`src/rtl/rvcpu_pkg.sv`:
```
// rvcpu: shared core-wide types for the fetch path.
//   Width         - default instruction/address width in bits
//   addr_t/data_t - address and instruction word types at the default width
//   fetch_entry_t - one fetched instruction together with its address
package rvcpu;

  localparam int unsigned Width = 32;

  typedef logic [Width-1:0] addr_t;
  typedef logic [Width-1:0] data_t;

  typedef struct packed {
    addr_t pc;
    data_t instr;
  } fetch_entry_t;

endpackage

```
`src/rtl/sync_fifo.sv`:
```
// sync_fifo: single-clock FIFO with a type parameter for the element.
// Parameters: Depth (power of two, >= 2), T (element type).
// Ports:
//   i_clk, i_rst_n  clock, asynchronous active-low reset
//   i_flush         empties the FIFO on the next edge (wins over push/pop)
//   i_push, i_data  write i_data at the tail; accepted when full only if popping too
//   i_pop           remove the head entry; ignored when empty
//   o_data          current head entry (storage resets to zero)
//   o_count         number of valid entries, 0..Depth
module sync_fifo #(
  parameter int unsigned Depth = 4,
  parameter type T = logic [31:0]
) (
  input  logic                     i_clk,
  input  logic                     i_rst_n,
  input  logic                     i_flush,
  input  logic                     i_push,
  input  T                         i_data,
  input  logic                     i_pop,
  output T                         o_data,
  output logic [$clog2(Depth):0]   o_count
);

  localparam int unsigned PtrW = $clog2(Depth);
  localparam logic [PtrW:0] DepthW = (PtrW + 1)'(Depth);

  T                r_mem [Depth];
  logic [PtrW-1:0] r_wr_ptr;
  logic [PtrW-1:0] r_rd_ptr;
  logic [PtrW:0]   r_count;

  logic w_full;
  logic w_empty;
  logic w_do_pop;
  logic w_do_push;

  always_comb begin
    w_full    = (r_count == DepthW);
    w_empty   = (r_count == '0);
    w_do_pop  = i_pop && !w_empty;
    // A full FIFO still takes a push when the head leaves in the same cycle.
    w_do_push = i_push && (!w_full || w_do_pop);
  end

  always_ff @(posedge i_clk or negedge i_rst_n) begin
    if (!i_rst_n) begin
      r_wr_ptr <= '0;
      r_rd_ptr <= '0;
      r_count  <= '0;
      for (int i = 0; i < int'(Depth); i++) begin
        r_mem[i] <= '0;
      end
    end else if (i_flush) begin
      r_wr_ptr <= '0;
      r_rd_ptr <= '0;
      r_count  <= '0;
    end else begin
      if (w_do_push) begin
        r_mem[r_wr_ptr] <= i_data;
        r_wr_ptr        <= r_wr_ptr + 1'b1;
      end
      if (w_do_pop) begin
        r_rd_ptr <= r_rd_ptr + 1'b1;
      end
      if (w_do_push && !w_do_pop) begin
        r_count <= r_count + 1'b1;
      end else if (!w_do_push && w_do_pop) begin
        r_count <= r_count - 1'b1;
      end
    end
  end

  assign o_data  = r_mem[r_rd_ptr];
  assign o_count = r_count;

endmodule

```
`src/rtl/imem_prefetch.sv`:
```
// imem_prefetch: instruction prefetcher between an in-order instruction memory and the core.
// Issues sequential fetches, tags each with its address in an in-order queue, buffers returned
// words in a FIFO and discards responses that belong to fetches made before a redirect.
// Optional feature: define PREFETCH_BYPASS_EN to present a returning word to the core in the
// same cycle when the FIFO is empty.
// Ports:
//   i_clk, i_rst_n                 clock, asynchronous active-low reset
//   o_mem_addr, o_mem_valid        fetch request; accepted when i_mem_ready is high
//   i_mem_ready                    memory accepts the request this cycle
//   i_mem_data, i_mem_done         returned word, in request order
//   o_instr, o_instr_pc            instruction and its address presented to the core
//   o_instr_valid, i_instr_ready   core handshake; head leaves when both are high
//   i_redirect, i_redirect_pc      flush and restart fetching at i_redirect_pc (word aligned)
module imem_prefetch
  import rvcpu::*;
#(
  parameter int unsigned       Width   = rvcpu::Width,
  parameter int unsigned       Depth   = 4,
  parameter logic [Width-1:0]  ResetPc = '0
) (
  input  logic             i_clk,
  input  logic             i_rst_n,
  output logic [Width-1:0] o_mem_addr,
  output logic             o_mem_valid,
  input  logic             i_mem_ready,
  input  logic [Width-1:0] i_mem_data,
  input  logic             i_mem_done,
  output logic [Width-1:0] o_instr,
  output logic [Width-1:0] o_instr_pc,
  output logic             o_instr_valid,
  input  logic             i_instr_ready,
  input  logic             i_redirect,
  input  logic [Width-1:0] i_redirect_pc
);

  localparam int unsigned CntW = $clog2(Depth) + 1;
  localparam logic [CntW:0] DepthW = (CntW + 1)'(Depth);

  typedef struct packed {
    logic [Width-1:0] pc;
    logic [Width-1:0] instr;
  } entry_t;

  logic [Width-1:0] r_pc;
  logic [CntW-1:0]  r_outst;
  logic [CntW-1:0]  r_drop;

  logic [Width-1:0] w_pc_d;
  logic [CntW-1:0]  w_outst_d;
  logic [CntW-1:0]  w_drop_d;
  logic [CntW:0]    w_inflight;
  logic             w_mem_valid;
  logic             w_accept;
  logic             w_done_ok;
  logic             w_drop_hit;
  logic             w_keep;
  logic [Width-1:0] w_tag_pc;
  logic [CntW-1:0]  w_tag_count;
  logic [CntW-1:0]  w_fifo_count;
  logic             w_fifo_nonempty;
  logic             w_push;
  logic             w_pop;
  entry_t           w_entry_in;
  entry_t           w_head;

  // Fetches that are in flight still own a FIFO slot, so a response always has room.
  always_comb begin
    w_inflight      = {1'b0, w_fifo_count} + {1'b0, r_outst};
    w_mem_valid     = i_rst_n && !i_redirect && (w_inflight < DepthW);
    w_accept        = w_mem_valid && i_mem_ready;
    // A response with nothing outstanding is a protocol error and is ignored.
    w_done_ok       = i_mem_done && (r_outst != '0);
    w_drop_hit      = w_done_ok && (r_drop != '0);
    w_keep          = w_done_ok && (r_drop == '0) && !i_redirect;
    w_fifo_nonempty = (w_fifo_count != '0);
    w_entry_in      = '{pc: w_tag_pc, instr: i_mem_data};
  end

  always_comb begin
    w_pc_d = r_pc;
    if (i_redirect) begin
      w_pc_d = {i_redirect_pc[Width-1:2], 2'b00};
    end else if (w_accept) begin
      w_pc_d = r_pc + Width'(4);
    end

    w_outst_d = r_outst;
    if (w_accept && !w_done_ok) begin
      w_outst_d = r_outst + 1'b1;
    end else if (!w_accept && w_done_ok) begin
      w_outst_d = r_outst - 1'b1;
    end

    // Every fetch still outstanding after this cycle predates the redirect and must be
    // discarded; an earlier pending drop count is already included in r_outst.
    w_drop_d = r_drop;
    if (i_redirect) begin
      w_drop_d = r_outst - CntW'(w_done_ok);
    end else if (w_drop_hit) begin
      w_drop_d = r_drop - 1'b1;
    end
  end

  always_ff @(posedge i_clk or negedge i_rst_n) begin
    if (!i_rst_n) begin
      r_pc    <= ResetPc;
      r_outst <= '0;
      r_drop  <= '0;
    end else begin
      r_pc    <= w_pc_d;
      r_outst <= w_outst_d;
      r_drop  <= w_drop_d;
    end
  end

`ifdef PREFETCH_BYPASS_EN
  logic w_bypass;

  always_comb begin
    w_bypass      = !w_fifo_nonempty && w_keep;
    // A bypassed word that the core takes right away never enters the FIFO.
    w_push        = w_keep && !(w_bypass && i_instr_ready);
    w_pop         = w_fifo_nonempty && i_instr_ready;
    o_instr_valid = w_fifo_nonempty || w_bypass;
    o_instr       = w_bypass ? i_mem_data : w_head.instr;
    o_instr_pc    = w_bypass ? w_tag_pc : w_head.pc;
  end
`else
  always_comb begin
    w_push        = w_keep;
    w_pop         = w_fifo_nonempty && i_instr_ready;
    o_instr_valid = w_fifo_nonempty;
    o_instr       = w_head.instr;
    o_instr_pc    = w_head.pc;
  end
`endif

  assign o_mem_addr  = r_pc;
  assign o_mem_valid = w_mem_valid;

  // Addresses of live (non-dropped) fetches, oldest first.
  sync_fifo #(
    .Depth (Depth),
    .T     (logic [Width-1:0])
  ) u_tag_q (
    .i_clk   (i_clk),
    .i_rst_n (i_rst_n),
    .i_flush (i_redirect),
    .i_push  (w_accept),
    .i_data  (r_pc),
    .i_pop   (w_keep),
    .o_data  (w_tag_pc),
    .o_count (w_tag_count)
  );

  sync_fifo #(
    .Depth (Depth),
    .T     (entry_t)
  ) u_instr_q (
    .i_clk   (i_clk),
    .i_rst_n (i_rst_n),
    .i_flush (i_redirect),
    .i_push  (w_push),
    .i_data  (w_entry_in),
    .i_pop   (w_pop),
    .o_data  (w_head),
    .o_count (w_fifo_count)
  );

`ifndef SYNTHESIS
  always_ff @(posedge i_clk) begin
    if (i_rst_n) begin
      assert (!i_mem_done || (r_outst != '0));
      assert (({1'b0, w_tag_count} + {1'b0, r_drop}) == {1'b0, r_outst});
    end
  end
`endif

endmodule
```
`config.mk`:
```
export PLATFORM = sky130hd
export DESIGN_NAME = imem_prefetch
export DESIGN_NICKNAME = d
export VERILOG_FILES = /design/src/rtl/rvcpu_pkg.sv /design/src/rtl/sync_fifo.sv /design/src/rtl/imem_prefetch.sv
export SDC_FILE = /design/constraint.sdc
export NUM_CORES = 1
export LEC_CHECK = 0
export ABC_AREA = 1
export CAP_MARGIN = 20
export CORE_ASPECT_RATIO = 0.7
export CORE_MARGIN = 2
export CORE_UTILIZATION = 60
export CTS_CLUSTER_DIAMETER = 200
export DETAILED_ROUTE_END_ITERATION = 8
export PLACE_DENSITY_LB_ADDON = 0.1
export SYNTH_ARGS = -nofsm -noshare
export SYNTH_HDL_FRONTEND = slang
export SYNTH_HIERARCHICAL = 1
export SYNTH_SLANG_ARGS = --single-unit
```
`constraint.sdc`:
```
create_clock -name i_clk -period 7.8 [get_ports i_clk]
set_clock_uncertainty 0.05 [all_clocks]
set_input_delay 1.17 -clock i_clk [delete_from_list [all_inputs] [get_ports i_clk]]
set_output_delay 1.17 -clock i_clk [all_outputs]
set_load 0.01 [all_outputs]
```
==> results of run 1 <==
## layer usage
metal  up-vias  global-route usage  part of all wire
met4         0              0.0804             0.020
met2       571               0.456              0.47
li1       8156                   -                 -
met3        75              0.0337             0.060
met5         -                   0                 0
met1      8176               0.411              0.45
## power breakdown
part	leakage [nW]	switching (mW)	internal [mW]
Combinational	4.50	0.982	0.790
Sequential	5.89	0.240	2.59
Clock	0.669	0.843	1.19
Total	11.1	2.06	4.57
## cells in the final DEF, fill, tap and decap left out, types with 2 or more instances in the layout
master / Yosys / final
nor2_2: 7 / 7
fa_1: 3 / 3
nand4_1: 5 / 5
clkbuf_16: 0 / 43
o21bai_1: 8 / 8
conb_1: 1 / 4
and2_1: 2 / 2
nand2_1: 588 / 588
bufinv_16: 0 / 3
clkdlybuf4s50_1: 0 / 161
nor2_1: 232 / 232
inv_1: 167 / 165
inv_6: 1 / 3
dfrtp_1: 434 / 432
inv_2: 3 / 4
ha_1: 16 / 16
nor2_4: 7 / 7
clkinv_2: 0 / 6
o22ai_1: 97 / 97
a21oi_1: 8 / 8
xnor2_1: 5 / 5
clkbuf_8: 0 / 7
nor2_8: 2 / 2
o21ai_0: 204 / 204
nand3b_1: 3 / 3
nand2_4: 11 / 15
nand2_2: 12 / 8
clkbuf_1: 49 / 15
nand3_1: 70 / 70
buf_12: 0 / 2
o21ai_2: 35 / 35
xor2_1: 4 / 4
o21ai_1: 349 / 349
buf_4: 37 / 15
## final timing paths
check | from | endpoint | slack (ns) | depth (start not counted)
max in group asynchronous | i_rst_n | u_instr_q/r_rd_ptr[0] | 4.45 | 4
worst min-delay path | i_rst_n | o_mem_addr[2] | 0.41 | 1
min in group i_clk | u_tag_q/r_mem[37] | u_tag_q/r_mem[37] | 0.43 | 2
worst max-delay path | u_instr_q/r_rd_ptr[0] | o_instr_pc[15] | 2.69 | 5
worst max register to register | u_instr_q/o_count[0] | u_instr_q/r_mem[162] | 4.62 | 10
worst min register to register | u_tag_q/r_mem[37] | u_tag_q/r_mem[37] | 0.43 | 2
## synth_stat cells, drive strengths merged
| cell | count | area (um2) |
|---|---|---|
| nand2 | 611 | 2410 |
| o21ai | 588 | 3070 |
| dfrtp | 434 | 10900 |
| nor2 | 248 | 1030 |
| inv | 172 | 653 |
| buf | 106 | 798 |
| o22ai | 97 | 607 |
| nand3 | 70 | 350 |
| clkbuf | 49 | 184 |
| ha | 16 | 200 |
| a21oi | 8 | 40.0 |
| o21bai | 8 | 60.1 |
| nand4 | 5 | 31.3 |
| xnor2 | 5 | 43.8 |
| xor2 | 4 | 35.0 |
| fa | 3 | 60.1 |
| nand3b | 3 | 22.5 |
| and2 | 2 | 12.5 |
| nor3 | 2 | 21.3 |
| a31oi | 1 | 6.26 |
| conb | 1 | 3.75 |
| or2 | 1 | 6.26 |
| or3 | 1 | 6.26 |
## metrics by stage
step / setup slack [ns] / cell area (um2)
final: 2.69 / 23300
after global routing: 2.49 / 23300
after CTS: 2.74 / 23300
after detailed placement: 3.34 / 21900
after global placement: 3.38 / 21900
after floorplan: 4.36 / 20500
## area by class of cell
class                      count  area [um2]  share of cell area
sequential                   434       10900               0.466
clock inverter                11         140             0.00602
clock buffer                  65        1230              0.0527
tap                          435         544              0.0234
multi-input combinational   1677        8050               0.346
timing repair buffer         181        1810              0.0778
inverter                     172         654              0.0281
## flip-flops by register name, indices dropped and copies added (netlist names)
register / flops
u_tag_q/o_count: 3
r_drop: 3
u_tag_q/r_wr_ptr: 2
u_tag_q/r_rd_ptr: 2
u_instr_q/r_rd_ptr: 2
o_mem_addr: 30
u_instr_q/r_wr_ptr: 2
r_outst: 3
u_instr_q/o_count: 3
u_instr_q/r_mem: 256
u_tag_q/r_mem: 128
## cell families (layout without fill, tap and decap cells)
| kind of cell | count (synthesis) | after routing | synth area share |
|---|---|---|---|
| AO/OA/AOI/OAI | 702 | 702 | 0.185 |
| XOR/XNOR | 9 | 9 | 0.00384 |
| adder cells (fa/ha/maj) | 19 | 19 | 0.0127 |
| buffers and inverters | 327 | 429 | 0.0797 |
| flip-flops | 434 | 434 | 0.529 |
| other | 1 | 4 | 0.000183 |
| AND/OR/NAND/NOR | 943 | 943 | 0.190 |
==> results.cfg, run 1 <==
[hold_path]
hold_path.class = in -> async

[timing]
rsz0062_at_grt = false
relSlewSlack = 0.249
setup_tns_ns = 0
whs_ns = 0.414
fin_crit_sh = 0.655
hold_viol = 0
min_period_ns = 5.11
worst_slew_pin_slew_ns = 1.13
fmax_mhz = 196
setup_viol = 0
slew_viol_final = 0

[final_layout]
antenna_cells = 0
nets = 2598
fillers = 2707
drive_gt1_frac = 0.0654
area_delta_synth_final_pct = 13.6
finalNonFillerCells = 2975
finish.utilization = 0.694

[synth]
synth_seq_area_share = 0.529
netlist_instances = 2435
ys_ff_latch = 434
synth_area_um2 = 20500
ys_types = 36
syn_avg_cell_area_um2 = 8.43
yosys_warnings = 6

[floorplanning]
io_pins = 168
die_w_um = 225
rows = 56
die_y_um = 159
start_util = 0.611
core-area_um2 = 33600
die-area_um2 = 35700

[power]
p_leak_nw = 11.1
ir_drop_mv = 0.194
p_total_mw = 6.64
power_density_nw_per_um2 = 285

[clock_network]
cts_setup_buffers = 0
cts_tree = done
cts_buffer_depth = 3
root_buffer = clkbuf_16
clkTransAtPathRegs_ns = 0.06
hold_buffers = 0
cts_resized = 0
htree_levels = 2
clk_latency_ns = 0.54
numCtsBuffers = 43
clkSinkCount = 434

[run]
drv_cap = 0

[placement]
post-dp-hpwl_um = 29700
place_inst = 2898
io_buffers = 163
place_congestion = 0.870

[global_routing]
grt_remaining_overflow = 0
grt_max_degree = 192
antenna_found_initial = 0
grt_pass1_vias = 16600
grt_pass1_wl_um = 83300
grt.total_usage = 0.284

[critical_path]
crit_chain = clkinv_2, buf_4, o21ai_0, o22ai_1, clkdlybuf4s50_1
critPathRequiredTime_ns = 6.58
endpoint_kind = output port
cp_max_fo = 82
path_class = reg -> out
slowest_stage = dfrtp_4
worstPathArrival_ns = 3.89
worstPathBufferInverterCount = 3
cp_top_family = buffers and inverters
critPathLaunchType = flip-flop
critPathMaxStageDelay_ns = 0.91

[detailed_routing]
post_drt_via_cell_ratio = 5.71
drcViolationCount = 0
drtPass1Iterations = 6
drtAntennaViolNets = 0
drt-initial-drc-count = 1726
via_count = 17000
routed_wl_um = 49800
routedWlPerCell_um = 16.7

[outcome]
status = complete, no violations
No activity file was read; power rests on OpenSTA's default activity.
==> inputs of run 2 (changes only) <==
- CORE_UTILIZATION: 60 -> 53
- clock period: 7.8 -> 4.4 ns (I/O delays scaled with it)
==> results.cfg, run 2 (synthesis gave the netlist of run 1 again) <==
[outcome]
status = complete, no violations

[global_routing]
grt_remaining_overflow = 0
grt_pass1_wl_um = 82800
grt_pass1_vias = 16000
grt_max_degree = 162
grt.total_usage = 0.252
antenna_found_initial = 0

[final_layout]
top_register = u_instr_q/r_mem
fillers = 3307
final_common_cell = nand2_1
largest_reg_flops = 256
regArea_um2 = 10900
final_cell_mix = 588 x nand2_1, 431 x dfrtp_1, 349 x o21ai_1
multi_input_area_um2 = 8050
antenna_cells = 0
finish.utilization = 0.614
drive_gt1_frac = 0.0688
nets = 2601
area_delta_synth_final_pct = 14.6

[timing]
setup_tns_ns = 0
setup_viol = 0
whs_ns = 0.421
hold_viol = 0
fin_crit_sh = 0.783
rsz0062_at_grt = false
relSlewSlack = 0.383
slew_viol_final = 0
worst_slew_pin_slew_ns = 0.925
min_period_ns = 3.45
fmax_mhz = 290

[critical_path]
worstPathArrival_ns = 2.74
r2r_cells = 10
path_class = reg -> out
crit_chain = clkinv_2, buf_12, o21ai_0, o22ai_1, clkdlybuf4s50_1
r2r-start = u_instr_q/o_count[0]
endpoint_kind = output port
critPathLaunchType = flip-flop
critPathMaxStageDelay_ns = 0.61
slowest_stage = clkdlybuf4s50_1
cp_max_fo = 58
critPathRequiredTime_ns = 3.69
regToRegSetupSlack_ns = 1.46
rr_endpoint = u_instr_q/r_mem[102]

[detailed_routing]
drcViolationCount = 0
drtAntennaViolNets = 0
drt-initial-drc-count = 1481
post_drt_via_cell_ratio = 5.52
drtPass1Iterations = 5
routed_wl_um = 50400
via_count = 16800
routedWlPerCell_um = 16.6

[hold_path]
min_to = r_drop[1]
holdPathStages = 2
worstHoldStart = r_drop[1]
hold_path.class = reg -> reg

[clock_network]
clkTransAtPathRegs_ns = 0.06
cts_tree = done
root_buffer = clkbuf_16
clkSinkCount = 434
cts_buffer_depth = 3
numCtsBuffers = 42
clk_latency_ns = 0.55
cts_setup_buffers = 0
cts_resized = 0
hold_buffers = 1
htree_levels = 2

[power]
power_density_nw_per_um2 = 504
p_leak_nw = 11.1
ir_drop_mv = 0.292

[placement]
place_congestion = 0.856
io_buffers = 163
post-dp-hpwl_um = 29900

[floorplanning]
core-area_um2 = 38300
start_util = 0.536
die_w_um = 239
io_pins = 168
rows = 60
die-area_um2 = 40300
die_y_um = 169

[run]
drv_cap = 0
[run 2: layer usage]
layer	global-route usage	vias to the layer above	wire length [um]
met4	0.0571	0	897
met3	0.0321	70	2560
met5	0	-	0
met2	0.405	428	23500
li1	-	8163	-
met1	0.366	8135	23500
[run 2: cell type report]
class,instances,area share
repair buffers,185,0.0808
clock buffers,61,0.0516
flip-flops and latches,434,0.462
clock inverters,16,0.00836
well taps,496,0.0264
inverters,172,0.0278
multi-input cells,1677,0.343
[run 2: worst max-delay path, delay by kind of cell, from the launching register on]
family,cells,cell delay (ns)
buffers and inverters,3,1.29
AO/OA/AOI/OAI,2,0.38
flip-flops,1,0.49
[run 2: worst max-delay path by stage]
| stage | from | end | slack, ns | cells after the start |
|---|---|---|---|---|
| floorplan | i_redirect | u_tag_q/o_count[2] | 1.47 | 15 |
| global placement | i_mem_done | u_instr_q/r_mem[232] | 1.07 | 12 |
| detailed placement | i_mem_done | u_instr_q/r_mem[240] | 0.98 | 12 |
| CTS | i_rst_n | o_mem_valid | 0.95 | 7 |
| global route | i_rst_n | o_mem_valid | 0.81 | 7 |
| finish | u_instr_q/r_rd_ptr[0] | o_instr_pc[15] | 0.95 | 5 |
[run 2: where the power goes]
group	switching, mW	internal [mW]	total (mW)
combinational	1.73	1.41	3.14
clock	1.54	2.16	3.70
sequential	0.416	4.60	5.01
total	3.69	8.16	11.9
[run 2: metrics by stage]
step | setup slack, ns | instances | instance area [um2] | total power, mW
after CTS | 0.952 | 3041 | 23500 | 12.0
after detailed placement | 0.977 | 2963 | 22100 | 8.22
after global placement | 1.07 | 2963 | 22100 | 8.14
after floorplan | 1.47 | 2438 | 20500 | 6.80
after global routing | 0.808 | 3041 | 23500 | 12.5
final | 0.953 | 3041 | 23500 | 11.9
==> inputs of run 3 (changes only) <==
- CORE_UTILIZATION: 53 -> 59
- clock period: 4.4 -> 3.55 ns (I/O delays scaled with it)
==> results.cfg, run 3 (synthesis gave the netlist of run 1 again) <==
[critical_path]
crit_end = o_instr_pc[14]
rr_endpoint = u_tag_q/r_mem[102]
critPathRequiredTime_ns = 2.97
endpoint_kind = output port
cp_max_fo = 49
worstPathArrival_ns = 2.73
regToRegSetupSlack_ns = 0.90
r2r-start = u_instr_q/o_count[2]
critPathLaunchType = flip-flop
path_class = reg -> out
cp-startpoint = u_instr_q/r_rd_ptr[1]
r2r_cells = 9

[floorplanning]
die_y_um = 160
die_w_um = 227
rows = 57
start_util = 0.596
core-area_um2 = 34400
die-area_um2 = 36300
io_pins = 168

[timing]
worst_slew_pin_slew_ns = 1.01
min_period_ns = 3.32
hold_viol = 0
fin_crit_sh = 0.934
setup_viol = 0
fmax_mhz = 301
slew_viol_final = 0
setup_tns_ns = 0
setup_ws_ns = 0.233
relSlewSlack = 0.328
rsz0062_at_grt = false

[clock_network]
cts_buffer_depth = 3
cts_tree = done
clk_latency_ns = 0.55
numCtsBuffers = 42
clkTransAtPathRegs_ns = 0.06
htree_levels = 2
root_buffer = clkbuf_16
clkSinkCount = 434
cts_setup_buffers = 0

[final_layout]
fin_area_um2 = 23500
final_cell_mix = 588 x nand2_1, 431 x dfrtp_1, 349 x o21ai_1
drive_gt1_frac = 0.0679
largest_reg_flops = 256
antenna_cells = 0
finish.utilization = 0.681
top_register = u_instr_q/r_mem
nets = 2609
area_delta_synth_final_pct = 14.3
final_common_cell = nand2_1

[global_routing]
grt_pass1_vias = 16100
grt_pass1_wl_um = 82600
antenna_found_initial = 0
grt.total_usage = 0.280
grt_remaining_overflow = 0
grt_max_degree = 182

[detailed_routing]
routed_wl_um = 49700
drtPass1Iterations = 6
drt-initial-drc-count = 1807
drtAntennaViolNets = 0
via_count = 16900
drcViolationCount = 0
routedWlPerCell_um = 16.5
post_drt_via_cell_ratio = 5.60

[outcome]
status = complete, no violations

[power]
ir_drop_mv = 0.493
p_leak_nw = 11.1
power_density_nw_per_um2 = 616

[run]
drv_cap = 0

[hold_path]
hold_path.class = in -> async

[placement]
place_congestion = 0.895
dpl-instance-area_um2 = 22200
post-place-ws_ns = 0.429
io_buffers = 163
post-dp-hpwl_um = 30200
-- run 3: metrics by stage --
stage	power [mW]	hold WS, ns	cells
detailed placement	10.2	0.363	2947
global route	15.3	0.420	3021
floorplan	8.43	0.187	2438
finish	14.5	0.391	3021
CTS	14.5	0.390	3021
global placement	10.1	0.360	2947
-- run 3: worst min-delay path by stage --
stage	end	slack, ns	cells after the start
2_1_floorplan	o_mem_addr[10]	0.19	0
3_3_place_gp	o_mem_addr[10]	0.36	1
4_1_cts	o_mem_addr[10]	0.39	2
5_1_grt	o_mem_addr[10]	0.42	2
3_5_place_dp	o_mem_addr[10]	0.36	1
6_report	o_mem_addr[10]	0.39	2
-- run 3: worst max-delay path, cell delays in order, from the launching register on --
cell	delay [ns]
dfrtp_2	0.63
inv_2	0.17
buf_12	0.26
o21ai_0	0.14
o22ai_1	0.35
clkdlybuf4s50_1	0.62
-- run 3: cell type report --
cell class | count | area [um2]
clock buffer | 64 | 1190
clock inverter | 9 | 104
fill | 2802 | 11000
inverter | 172 | 654
multi-input combinational | 1677 | 8050
sequential | 434 | 10900
tap | 472 | 591
timing repair buffer | 193 | 2000
-- run 3: timing repair --
item	CTS	global route
hold buffers	1	0
hold endpoints to repair	30	0
endpoints found under the setup margin	0	0
gates resized for setup	0	0
-- run 3: power breakdown --
| group | total [mW] | switching, mW | internal, mW |
|---|---|---|---|
| Combinational | 3.92 | 2.17 | 1.75 |
| Clock | 4.32 | 1.86 | 2.47 |
| Sequential | 6.21 | 0.513 | 5.70 |
-- run 3: routing by layer --
metal / track usage / up-vias / part of all wire
li1: - / 8183 / -
met1: 0.422 / 8189 / 0.46
met2: 0.441 / 465 / 0.47
met3: 0.0307 / 66 / 0.051
met4: 0.0643 / 0 / 0.018
met5: 0 / - / 0
